[src/rtl/fb_write_arbiter_pkg.sv]
// Shared constants and types for the framebuffer write arbiter.
//  - Frame geometry (WIDTH x HEIGHT), pixel and address widths.
//  - Fill FSM state encodings kept as plain localparam constants.
//  - Arbiter owner enum and a clip helper used when a fill command is set up.
package fb_write_arbiter_pkg;

    localparam int WIDTH     = 1280;
    localparam int HEIGHT    = 720;
    localparam int DATA_W    = 24;
    localparam int XY_W      = 12;
    localparam int FB_PIXELS = WIDTH * HEIGHT;
    localparam int ADDR_W    = $clog2(FB_PIXELS);

    // Limits widened by one bit so x+w / y+h sums cannot overflow.
    localparam logic [XY_W:0]   WIDTH_E  = (XY_W+1)'(WIDTH);
    localparam logic [XY_W:0]   HEIGHT_E = (XY_W+1)'(HEIGHT);
    localparam logic [XY_W-1:0] XY_ONE   = XY_W'(1);
    localparam logic [XY_W-1:0] XY_ZERO  = XY_W'(0);

    typedef logic [DATA_W-1:0] pixel_t;

    typedef logic [1:0] fill_state_e;
    localparam fill_state_e ST_IDLE  = 2'd0;
    localparam fill_state_e ST_SETUP = 2'd1;
    localparam fill_state_e ST_FILL  = 2'd2;
    localparam fill_state_e ST_DONE  = 2'd3;

    typedef enum logic {
        OWNER_HOST = 1'b0,
        OWNER_FILL = 1'b1
    } arb_owner_e;

    // Exclusive end coordinate of a span, clipped to the frame limit.
    function automatic logic [XY_W:0] clip_end(input logic [XY_W-1:0] start,
                                               input logic [XY_W-1:0] size,
                                               input logic [XY_W:0]   limit);
        logic [XY_W:0] sum;
        sum = {1'b0, start} + {1'b0, size};
        return (sum > limit) ? limit : sum;
    endfunction

endpackage

[src/rtl/fb_rect_walker.sv]
// Rectangle walker for the fill engine.
//  load_i     : capture fill_x/y/w/h (fill command accepted)
//  setup_i    : clip the captured rectangle and arm the walk
//  advance_i  : current pixel was granted; step to the next one
//  empty_o    : captured rectangle clips to zero pixels
//  walk_valid_o / walk_addr_o / walk_last_o : current pixel and last-pixel flag
// The walk keeps a running row base (+WIDTH per row) so no multiplier sits
// in the per-pixel path; the only multiply happens once in setup.
module fb_rect_walker
    import fb_write_arbiter_pkg::*;
(
    input  logic              clk_i,
    input  logic              rst_i,
    input  logic              load_i,
    input  logic [XY_W-1:0]   fill_x_i,
    input  logic [XY_W-1:0]   fill_y_i,
    input  logic [XY_W-1:0]   fill_w_i,
    input  logic [XY_W-1:0]   fill_h_i,
    input  logic              setup_i,
    input  logic              advance_i,
    output logic              empty_o,
    output logic              walk_valid_o,
    output logic [ADDR_W-1:0] walk_addr_o,
    output logic              walk_last_o
);

    logic [XY_W-1:0]   x_q, y_q, w_q, h_q, col_q, row_q;
    logic [XY_W-1:0]   x_d, y_d, w_d, h_d, col_d, row_d;
    logic [XY_W:0]     x_end_q, y_end_q, x_end_d, y_end_d;
    logic [ADDR_W-1:0] row_base_q, row_base_d;
    logic              active_q, active_d;

    logic [XY_W:0]     x_end_s, y_end_s;
    logic              empty_s, row_end_s, last_s;

    assign x_end_s   = clip_end(x_q, w_q, WIDTH_E);
    assign y_end_s   = clip_end(y_q, h_q, HEIGHT_E);
    assign empty_s   = (w_q == XY_ZERO) || (h_q == XY_ZERO) ||
                       ({1'b0, x_q} >= WIDTH_E) || ({1'b0, y_q} >= HEIGHT_E);
    assign row_end_s = ({1'b0, col_q} + (XY_W+1)'(1)) == x_end_q;
    assign last_s    = row_end_s && (({1'b0, row_q} + (XY_W+1)'(1)) == y_end_q);

    assign empty_o      = empty_s;
    assign walk_valid_o = active_q;
    assign walk_addr_o  = row_base_q + ADDR_W'(col_q);
    assign walk_last_o  = active_q && last_s;

    // Next-state for command capture, clip/arm and raster stepping.
    always_comb begin
        x_d        = x_q;
        y_d        = y_q;
        w_d        = w_q;
        h_d        = h_q;
        col_d      = col_q;
        row_d      = row_q;
        x_end_d    = x_end_q;
        y_end_d    = y_end_q;
        row_base_d = row_base_q;
        active_d   = active_q;
        if (load_i) begin
            x_d = fill_x_i;
            y_d = fill_y_i;
            w_d = fill_w_i;
            h_d = fill_h_i;
        end else if (setup_i) begin
            col_d      = x_q;
            row_d      = y_q;
            x_end_d    = x_end_s;
            y_end_d    = y_end_s;
            row_base_d = ADDR_W'(y_q) * ADDR_W'(WIDTH);
            active_d   = !empty_s;
        end else if (advance_i && active_q) begin
            if (row_end_s) begin
                col_d      = x_q;
                row_d      = row_q + XY_ONE;
                row_base_d = row_base_q + ADDR_W'(WIDTH);
                active_d   = !last_s;
            end else begin
                col_d = col_q + XY_ONE;
            end
        end else begin
            active_d = active_q;
        end
    end

    // Walker state registers.
    always_ff @(posedge clk_i) begin
        if (rst_i) begin
            x_q        <= XY_ZERO;
            y_q        <= XY_ZERO;
            w_q        <= XY_ZERO;
            h_q        <= XY_ZERO;
            col_q      <= XY_ZERO;
            row_q      <= XY_ZERO;
            x_end_q    <= (XY_W+1)'(0);
            y_end_q    <= (XY_W+1)'(0);
            row_base_q <= ADDR_W'(0);
            active_q   <= 1'b0;
        end else begin
            x_q        <= x_d;
            y_q        <= y_d;
            w_q        <= w_d;
            h_q        <= h_d;
            col_q      <= col_d;
            row_q      <= row_d;
            x_end_q    <= x_end_d;
            y_end_q    <= y_end_d;
            row_base_q <= row_base_d;
            active_q   <= active_d;
        end
    end

endmodule

[src/rtl/fb_write_arbiter.sv]
// Framebuffer write-port owner: round-robin between a host pixel stream and
// the rectangle-fill engine, with one registered write stage toward vram.
//  host_valid_i/host_ready_o/host_addr_i/host_data_i : host write stream
//  host_err_o   : 1-cycle pulse after an accepted out-of-range host write
//  fill_start_i + fill_x/y/w/h/color_i : fill command (taken only when idle)
//  fill_busy_o / fill_done_o : fill status
//  fb_we_o / fb_addr_o / fb_data_o : registered vram write port (latency 1)
module fb_write_arbiter
    import fb_write_arbiter_pkg::*;
(
    input  logic              clk_i,
    input  logic              rst_i,
    input  logic              host_valid_i,
    output logic              host_ready_o,
    input  logic [ADDR_W-1:0] host_addr_i,
    input  logic [DATA_W-1:0] host_data_i,
    output logic              host_err_o,
    input  logic              fill_start_i,
    input  logic [XY_W-1:0]   fill_x_i,
    input  logic [XY_W-1:0]   fill_y_i,
    input  logic [XY_W-1:0]   fill_w_i,
    input  logic [XY_W-1:0]   fill_h_i,
    input  logic [DATA_W-1:0] fill_color_i,
    output logic              fill_busy_o,
    output logic              fill_done_o,
    output logic              fb_we_o,
    output logic [ADDR_W-1:0] fb_addr_o,
    output logic [DATA_W-1:0] fb_data_o
);

    fill_state_e       state_q, state_d;
    arb_owner_e        rr_q, rr_d;
    pixel_t            color_q, color_d, fb_data_q, fb_data_d;
    logic [ADDR_W-1:0] fb_addr_q, fb_addr_d;
    logic              fb_we_q, fb_we_d, host_err_q, host_err_d;
    logic              fill_busy_q, fill_busy_d, fill_done_q, fill_done_d;

    logic              start_s, fill_req_s, host_ready_s, host_grant_s, fill_grant_s;
    logic              host_in_range_s, empty_s, walk_valid_s, walk_last_s;
    logic [ADDR_W-1:0] walk_addr_s;

    fb_rect_walker u_walker (
        .clk_i        (clk_i),
        .rst_i        (rst_i),
        .load_i       (start_s),
        .fill_x_i     (fill_x_i),
        .fill_y_i     (fill_y_i),
        .fill_w_i     (fill_w_i),
        .fill_h_i     (fill_h_i),
        .setup_i      (state_q == ST_SETUP),
        .advance_i    (fill_grant_s),
        .empty_o      (empty_s),
        .walk_valid_o (walk_valid_s),
        .walk_addr_o  (walk_addr_s),
        .walk_last_o  (walk_last_s)
    );

    // host_ready only looks at registered state, never at host_valid.
    assign start_s         = (state_q == ST_IDLE) && fill_start_i;
    assign fill_req_s      = (state_q == ST_FILL) && walk_valid_s;
    assign host_ready_s    = (state_q != ST_FILL) || (rr_q == OWNER_HOST);
    assign host_grant_s    = host_valid_i && host_ready_s;
    assign fill_grant_s    = fill_req_s && (!host_valid_i || (rr_q == OWNER_FILL));
    assign host_in_range_s = host_addr_i < ADDR_W'(FB_PIXELS);

    // Fill FSM, round-robin pointer and write-stage next-state.
    always_comb begin
        state_d = state_q;
        case (state_q)
            ST_IDLE:  state_d = start_s ? ST_SETUP : ST_IDLE;
            ST_SETUP: state_d = empty_s ? ST_DONE : ST_FILL;
            ST_FILL:  state_d = (fill_grant_s && walk_last_s) ? ST_DONE : ST_FILL;
            ST_DONE:  state_d = ST_IDLE;
            default:  state_d = ST_IDLE;
        endcase

        color_d = start_s ? fill_color_i : color_q;

        // Pointer moves to the loser only when both sides contended.
        if (host_valid_i && fill_req_s) begin
            rr_d = (rr_q == OWNER_HOST) ? OWNER_FILL : OWNER_HOST;
        end else begin
            rr_d = rr_q;
        end

        // Idle cycles keep the last address/data on the bus.
        if (fill_grant_s) begin
            fb_we_d   = 1'b1;
            fb_addr_d = walk_addr_s;
            fb_data_d = color_q;
        end else if (host_grant_s && host_in_range_s) begin
            fb_we_d   = 1'b1;
            fb_addr_d = host_addr_i;
            fb_data_d = host_data_i;
        end else begin
            fb_we_d   = 1'b0;
            fb_addr_d = fb_addr_q;
            fb_data_d = fb_data_q;
        end

        host_err_d  = host_grant_s && !host_in_range_s;
        fill_busy_d = (state_d != ST_IDLE);
        fill_done_d = (state_d == ST_DONE);
    end

    // Control and output registers; reset aborts any fill in flight.
    always_ff @(posedge clk_i) begin
        if (rst_i) begin
            state_q     <= ST_IDLE;
            rr_q        <= OWNER_HOST;
            color_q     <= DATA_W'(0);
            fb_we_q     <= 1'b0;
            fb_addr_q   <= ADDR_W'(0);
            fb_data_q   <= DATA_W'(0);
            host_err_q  <= 1'b0;
            fill_busy_q <= 1'b0;
            fill_done_q <= 1'b0;
        end else begin
            state_q     <= state_d;
            rr_q        <= rr_d;
            color_q     <= color_d;
            fb_we_q     <= fb_we_d;
            fb_addr_q   <= fb_addr_d;
            fb_data_q   <= fb_data_d;
            host_err_q  <= host_err_d;
            fill_busy_q <= fill_busy_d;
            fill_done_q <= fill_done_d;
        end
    end

    assign host_ready_o = host_ready_s;
    assign host_err_o   = host_err_q;
    assign fill_busy_o  = fill_busy_q;
    assign fill_done_o  = fill_done_q;
    assign fb_we_o      = fb_we_q;
    assign fb_addr_o    = fb_addr_q;
    assign fb_data_o    = fb_data_q;

endmodule
[config.mk]
export PLATFORM = sky130hd
export DESIGN_NAME = fb_write_arbiter
export DESIGN_NICKNAME = d
export VERILOG_FILES = /design/src/rtl/fb_write_arbiter_pkg.sv /design/src/rtl/fb_rect_walker.sv /design/src/rtl/fb_write_arbiter.sv
export SDC_FILE = /design/constraint.sdc
export NUM_CORES = 1
export LEC_CHECK = 0
export ABC_AREA = 0
export BUFFER_PORTS_ARGS = -buffer_cell sky130_fd_sc_hd__buf_2
export CAP_MARGIN = 0
export CELL_PAD_IN_SITES_DETAIL_PLACEMENT = 1
export CELL_PAD_IN_SITES_GLOBAL_PLACEMENT = 1
export CORE_MARGIN = 4
export CORE_UTILIZATION = 30
export CTS_CLUSTER_SIZE = 14
export DETAILED_ROUTE_END_ITERATION = 16
export PLACE_DENSITY_LB_ADDON = 0.1
export SLEW_MARGIN = 30
export SYNTH_ARGS = -nofsm -noshare
export SYNTH_HDL_FRONTEND = slang
export SYNTH_SLANG_ARGS = --single-unit
[constraint.sdc]
create_clock -name clk_i -period 3.8 [get_ports clk_i]
set_input_delay 0.57 -clock clk_i [delete_from_list [all_inputs] [get_ports clk_i]]
set_output_delay 0.57 -clock clk_i [all_outputs]
set_load 0.005 [all_outputs]
======== Yosys cells after proc, flatten, opt, wreduce, memory -nomap -nowiden ========
Index checks and enable logic that the tools add are counted.
W data, S select, Z words.
storage, ports and cells
  memory bits (writable) .................. 0
  memories ................................ 0
  input bits .............................. 120
  word-level logic and storage cells ...... 97
  ROM bits ................................ 0
  bits in registers ....................... 194
  latch bits .............................. 0
cells by class
  mux-type cells .......................... 25
  add/sub/neg operators ................... 8
  multiply operators ...................... 1
  divide/modulo/power cells ............... 0
  bitwise logic cells ..................... 2
  eq/ne operators ......................... 7
  order comparisons ....................... 5
  reduce and logical (&&, ||, !) cells .... 30
  shift-type cells ........................ 0
operators by type and width
  operator                  number
  $mux W20                  5
  $mux W12                  6
  $mux W24                  2
  $add A12 B1 Y13 const B   2
  $add A12 B12 Y13          2
  $eq A13 B13 Y1            2
  $mux W13                  2
  $add A12 B1 Y12 const B   2
  $logic_not A12 Y1         2
  $add A20 B11 Y20 const B  1
  $add A20 B12 Y20          1
  $lt A20 B20 Y1 const B    1
  $gt A13 B10 Y1 const B    1
  $gt A13 B11 Y1 const B    1
  $ge A12 B10 Y1 const B    1
  $ge A12 B11 Y1 const B    1
  $mul A12 B3 Y12 const B   1
  $logic_and A1 B1 Y1       11
  $mux W1                   9
  $pmux W2 S4               1
  $reduce_bool A2 Y1        4
  $eq A2 B2 Y1 const B      3
  $logic_or A1 B1 Y1        5
  $logic_not A1 Y1          4
  other kinds (6)           8

======== Logic depth before layout (Yosys ltp) ========
  word-level depth ........................ 8
  depth in mapped cells ................... 12
  gate-level depth less buffers ........... 11

======== Hierarchy ========
From an unflattened synthesis, not the netlist that was laid out.
second synthesis, totals
  cells, all modules ...................... 1267
  area, all modules ....................... 10925.5 sq um
modules (own cells, without submodules)
  module            seq. area each (sq um)  instances  area each (sq um)  cells an instance
  fb_rect_walker    2222.1                  1          7339.5             871
  fb_write_arbiter  1501.4                  1          3585.9             396

======== Worst setup path before layout ========
OpenSTA, ideal clock, no wires.
  path kind ............................... register to register
  start ................................... register u_walker.col_q[1]
  end ..................................... register fill_done_q (netlist: fill_done_o)
  stages on the path, launching flop included .. 11
  path buffers ............................ 1
  data required time ...................... 3.740 ns
  arrival ................................. 2.629 ns
  setup slack ............................. 1.111 ns
  library setup time ...................... 0.060 ns
  clock period less this slack ............ 2.689 ns
  cell sequence ........................... dfxtp_1 -> ha_1 -> and4_1 -> nand4_2 -> xnor2_1 -> o211ai_1 -> or4_1 -> buf_4 -> o31a_1 -> a21oi_2 -> and3_1
between the ends
  word-level cells in the longest chain between the ends .. 8
RTL lines
  item                      RTL line                 text
  start: declaration        fb_rect_walker.sv:27     logic [XY_W-1:0] x_q, y_q, w_q, h_q, col_q, row_q;
  start signal: assignment  fb_rect_walker.sv:104    col_q <= col_d;
  $add A12 B1 Y13           fb_rect_walker.sv:40     assign row_end_s = ({1'b0, col_q} + (XY_W+1)'(1)) == x_end_q;
  $eq A13 B13 Y1            fb_rect_walker.sv:40
  $logic_and A1 B1 Y1       fb_rect_walker.sv:41     assign last_s = row_end_s && (({1'b0, row_q} + (XY_W+1)'(1)) == y_end_q);
  $logic_and A1 B1 Y1       fb_rect_walker.sv:46     assign walk_last_o = active_q && last_s;
  $logic_and A1 B1 Y1       fb_write_arbiter.sv:72   ST_FILL: state_d = (fill_grant_s && walk_last_s) ? ST_DONE : ST_FILL;
  $mux W1                   fb_write_arbiter.sv:72
  $pmux W2 S4               fb_write_arbiter.sv:69   case (state_q)
  $eq A2 B2 Y1              fb_write_arbiter.sv:103  fill_done_d = (state_d == ST_DONE);
  end signal: assignment    fb_write_arbiter.sv:127  fill_done_q <= fill_done_d;
  end: declaration          fb_write_arbiter.sv:36   logic fill_busy_q, fill_busy_d, fill_done_q, fill_done_d;
Every way passes these cells.
A chain may end at the register's enable or synchronous reset.

======== Worst setup path in the final report ========
  start ................................... register u_walker.col_q[0]
  end ..................................... register u_walker.row_base_q[17]
between the ends
  word-level cells in the longest chain between the ends .. 4
RTL lines
  item                          RTL line               text
  $add A12 B1 Y13               fb_rect_walker.sv:40
  $eq A13 B13 Y1                fb_rect_walker.sv:40
  $reduce_bool A2 Y1 (no line)  --
  $reduce_and A3 Y1 (no line)   --
  end signal: assignment        fb_rect_walker.sv:108  row_base_q <= row_base_d;
  end: declaration              fb_rect_walker.sv:30   logic [ADDR_W-1:0] row_base_q, row_base_d;
Every way passes these cells.

==> flow_summary_export.csv <==
group,metric,value,unit
finish,area_growth,17.9,%
global_route,grt_pass1_wl,58800,um
routing,route.vias.total,10100,
synth,synth-simple-area-share,0.216,
clock_network,htree_levels,4,
synth,ys_warn_count,0,
die,fp.coreArea,34500,sq um
die,die_y,194,um
synth,muxShareOfSynthArea,0.00983,
routing,route.detailed.drc,0,
clock_network,cts.path.max_buffers,2,
place,place_inst,1882,
synth,synth_edf_count,0,
synth,synth_xor_xnor_area_share,0.0584,
die,rows,68,
clock_network,hold_buffers,0,
job,max-cap-violations,0,
sta,setup_violations,0,
setup_path,r2r_cells,10,
sta,fin_setup_tns,0,ns
hold_path,hold_class,"in -> reg",
routing,antenna_left,0,
global_route,grt_max_degree,75,
synth,synth_top_area_frac,0.357,
sta,finalHoldViolCount,0,
clock_network,cts.sinks,186,
finish,layout.cells.non_filler,1914,
setup_path,crit_required,4.13,ns
routing,drt_iter0_markers,418,
place,gp_congestion,0.838,
synth,synthArstFlopShare,0,
clock_network,cts-root-buf,"clkbuf_16",
synth,synth_area_leaders,"dfxtp_1, nand2_1, a21oi_1, ha_1, xnor2_1",
clock_network,ctsResizeCount,0,
synth,synth_seq_cells,186,
place,dpl.hpwl,26800,um
global_route,antenna_found_initial,0,
synth,synth_area,10400,sq um
sta,grt_setup_unrepaired,"no",
place,dp_slack,0.518,ns
setup_path,cp.arrival,3.68,ns
sta,slew_headroom,0.406,
setup_path,worstSetupEndpointType,"register",
routing,drt-vias-per-instance,5.26,
synth,ys_types,75,
synth,seq_area_frac_synth,0.357,
synth,yosysMostFrequentCell,"nand2_1",
sta,fin_skew,0.0109,ns
clock_network,numCtsBuffers,17,
sta,post-route-period-util,0.879,
pwr,irDropWorstVdd,0.000368,V
global_route,grt_overflow,0,
finish,drive_gt1_frac,0.175,
synth,synth_compound_area_frac,0.243,
pwr,powerDensity,592,nW/um^2
routing,drt-pass1-iter-count,4,
finish,diodes,0,
sta,hold_ws,0.349,ns
setup_path,start_kind,"register",
setup_path,r2r_setup_slack,0.46,ns
synth,synth_nets,1495,
synth,syn_avg_cell_area,7.90,sq um
clock_network,postCtsSetupBuffers,0,
clock_network,clkLatencyLatePin,0.46,ns
pwr,p_leak,5.09,nW
sta,fmax,299,MHz
hold_path,hold_path_depth,3,
hold_path,holdPathEnd,"color_q[3]",
clock_network,clk_pin_slew_worst_paths,0.07,ns
synth,synth_top_area_cell,"dfxtp_1",
die,initial_utilization,0.303,
routing,wl_per_cell,19.2,um
sta,slew_viol_final,0,
routing,totalWireLength,36800,um
setup_path,path_max_fanout,12,
global_route,grt_pass1_vias,10300,
sta,fin_crit,3.34,ns
status,status,"finished, final reports clean",
synth,synthCells,1320,
synth,synthTopCellsByCount,"nand2_1, dfxtp_1, a21oi_1, nor2_1, clkbuf_1",
die,die_w,194,um
sta,worst_pin_slew,0.892,ns
setup_path,critPathKind,"reg -> reg",
hold_path,hp-start,"fill_color_i[3]",
finish,fin_nets,1621,
setup_path,regToRegStartpoint,"u_walker.col_q[0]",
clock_network,cts_tree,"built",
die,die_area,37800,sq um
synth,yosys.area_share.adder,0.0681,
synth,synth_top_family_by_area,"compound AO/OA/AOI/OAI gates",
global_route,grtUsageTotal,0.193,
die,io-pin-count,169,
synth,yosys_most_used_dff,"dfxtp_1",
sta,setup_ws,0.459,ns
place,portBuffers,168,
setup_path,worstReg2RegEnd,"u_walker.row_base_q[17]",
through the flow:
stage	util	instance area, sq um	total power, W
after floorplan	-	10400	0.00453
after global placement	0.340	11700	0.00554
after detailed placement	0.340	11700	0.00557
after CTS	0.357	12300	0.00740
after global routing	0.357	12300	0.00785
final	0.357	12300	0.00729
registers in the layout, indices dropped and copies added, names as in the netlist, 2 cells and up:
signal and flops:
color_q 24, fb_addr_o 20, fb_data_o 24, state_q 2, u_walker.col_q 12, u_walker.h_q 12
u_walker.row_base_q 12, u_walker.row_q 12, u_walker.w_q 12, u_walker.x_end_q 13, u_walker.x_q 12, u_walker.y_end_q 13
u_walker.y_q 12
cells in the final DEF (no fill, tap or decap), types with 5 or more instances in the layout:
master and instances:
nor2_1 95, and2_1 12, nor3_1 25, a2111oi_0 6, nand3_1 24, a22o_1 10
nor2b_1 6, a21oi_1 131, a21o_1 16, a211oi_1 7, and3_1 14, nand4_1 14
o211ai_1 10, nand2_1 269, inv_1 32, clkbuf_16 17, o21ai_0 42, or4_1 7
dfxtp_1 186, xnor2_1 46, a32o_1 8, a31o_2 7, nor4_1 14, ha_1 52
a311oi_1 34, buf_4 29, a32oi_1 5, xor2_1 21, o21a_1 8, a31oi_1 9
nand2b_1 6, a22oi_1 20, o311ai_0 6, mux2i_1 8, buf_2 167
worst max-delay path, stage by stage (launching register included):
cell,delay (ns)
dfxtp_1,0.48
ha_1,0.34
and4_1,0.35
nand4_2,0.17
xnor2_1,0.21
o211ai_1,0.20
or4_1,0.65
o21ai_4,0.40
buf_12,0.18
o21ai_0,0.09
o311ai_0,0.12
where the power goes:
group	internal (W)	switching (W)
combinational	0.00108	0.00178
sequential	0.00228	0.000369
clock	0.000942	0.000841
kinds of logic after synthesis:
group | after synthesis
buffers and inverters | 123
AO/OA/AOI/OAI | 371
adder cells (fa/ha/maj) | 55
flip-flops | 186
XOR/XNOR | 68
multiplexers | 10
AND/OR/NAND/NOR | 507
final cells by class:
class,instances,area (sq um)
Timing Repair Buffer,198,1090
Multi-Input combinational cell,1011,6220
Sequential cell,186,3720
Fill cell,4203,22200
Inverter,32,120
Clock buffer,19,453
Tap cell,455,569
Clock inverter,13,118
worst max path at each step:
stage | startpoint | end | slack (ns) | cells past startpoint
floorplan | u_walker.col_q[1] | fill_done_o | 1.11 | 10
global placement | u_walker.col_q[0] | u_walker.row_base_q[9] | 0.65 | 10
detailed placement | u_walker.col_q[0] | u_walker.row_base_q[9] | 0.52 | 10
CTS | u_walker.col_q[0] | u_walker.row_base_q[17] | 0.45 | 10
global route | u_walker.col_q[0] | u_walker.row_base_q[17] | 0.27 | 10
finish | u_walker.col_q[0] | u_walker.row_base_q[17] | 0.46 | 10
per-layer routing:
layer / vias up / wire length, um / global-route usage
met3: 27 / 1590 / 0.0348
li1: 4988 / - / -
met1: 4834 / 18200 / 0.271
met4: 0 / 542 / 0.0510
met2: 222 / 16500 / 0.306
met5: - / 0 / 0
No activity file was read; power rests on OpenSTA's default activity.
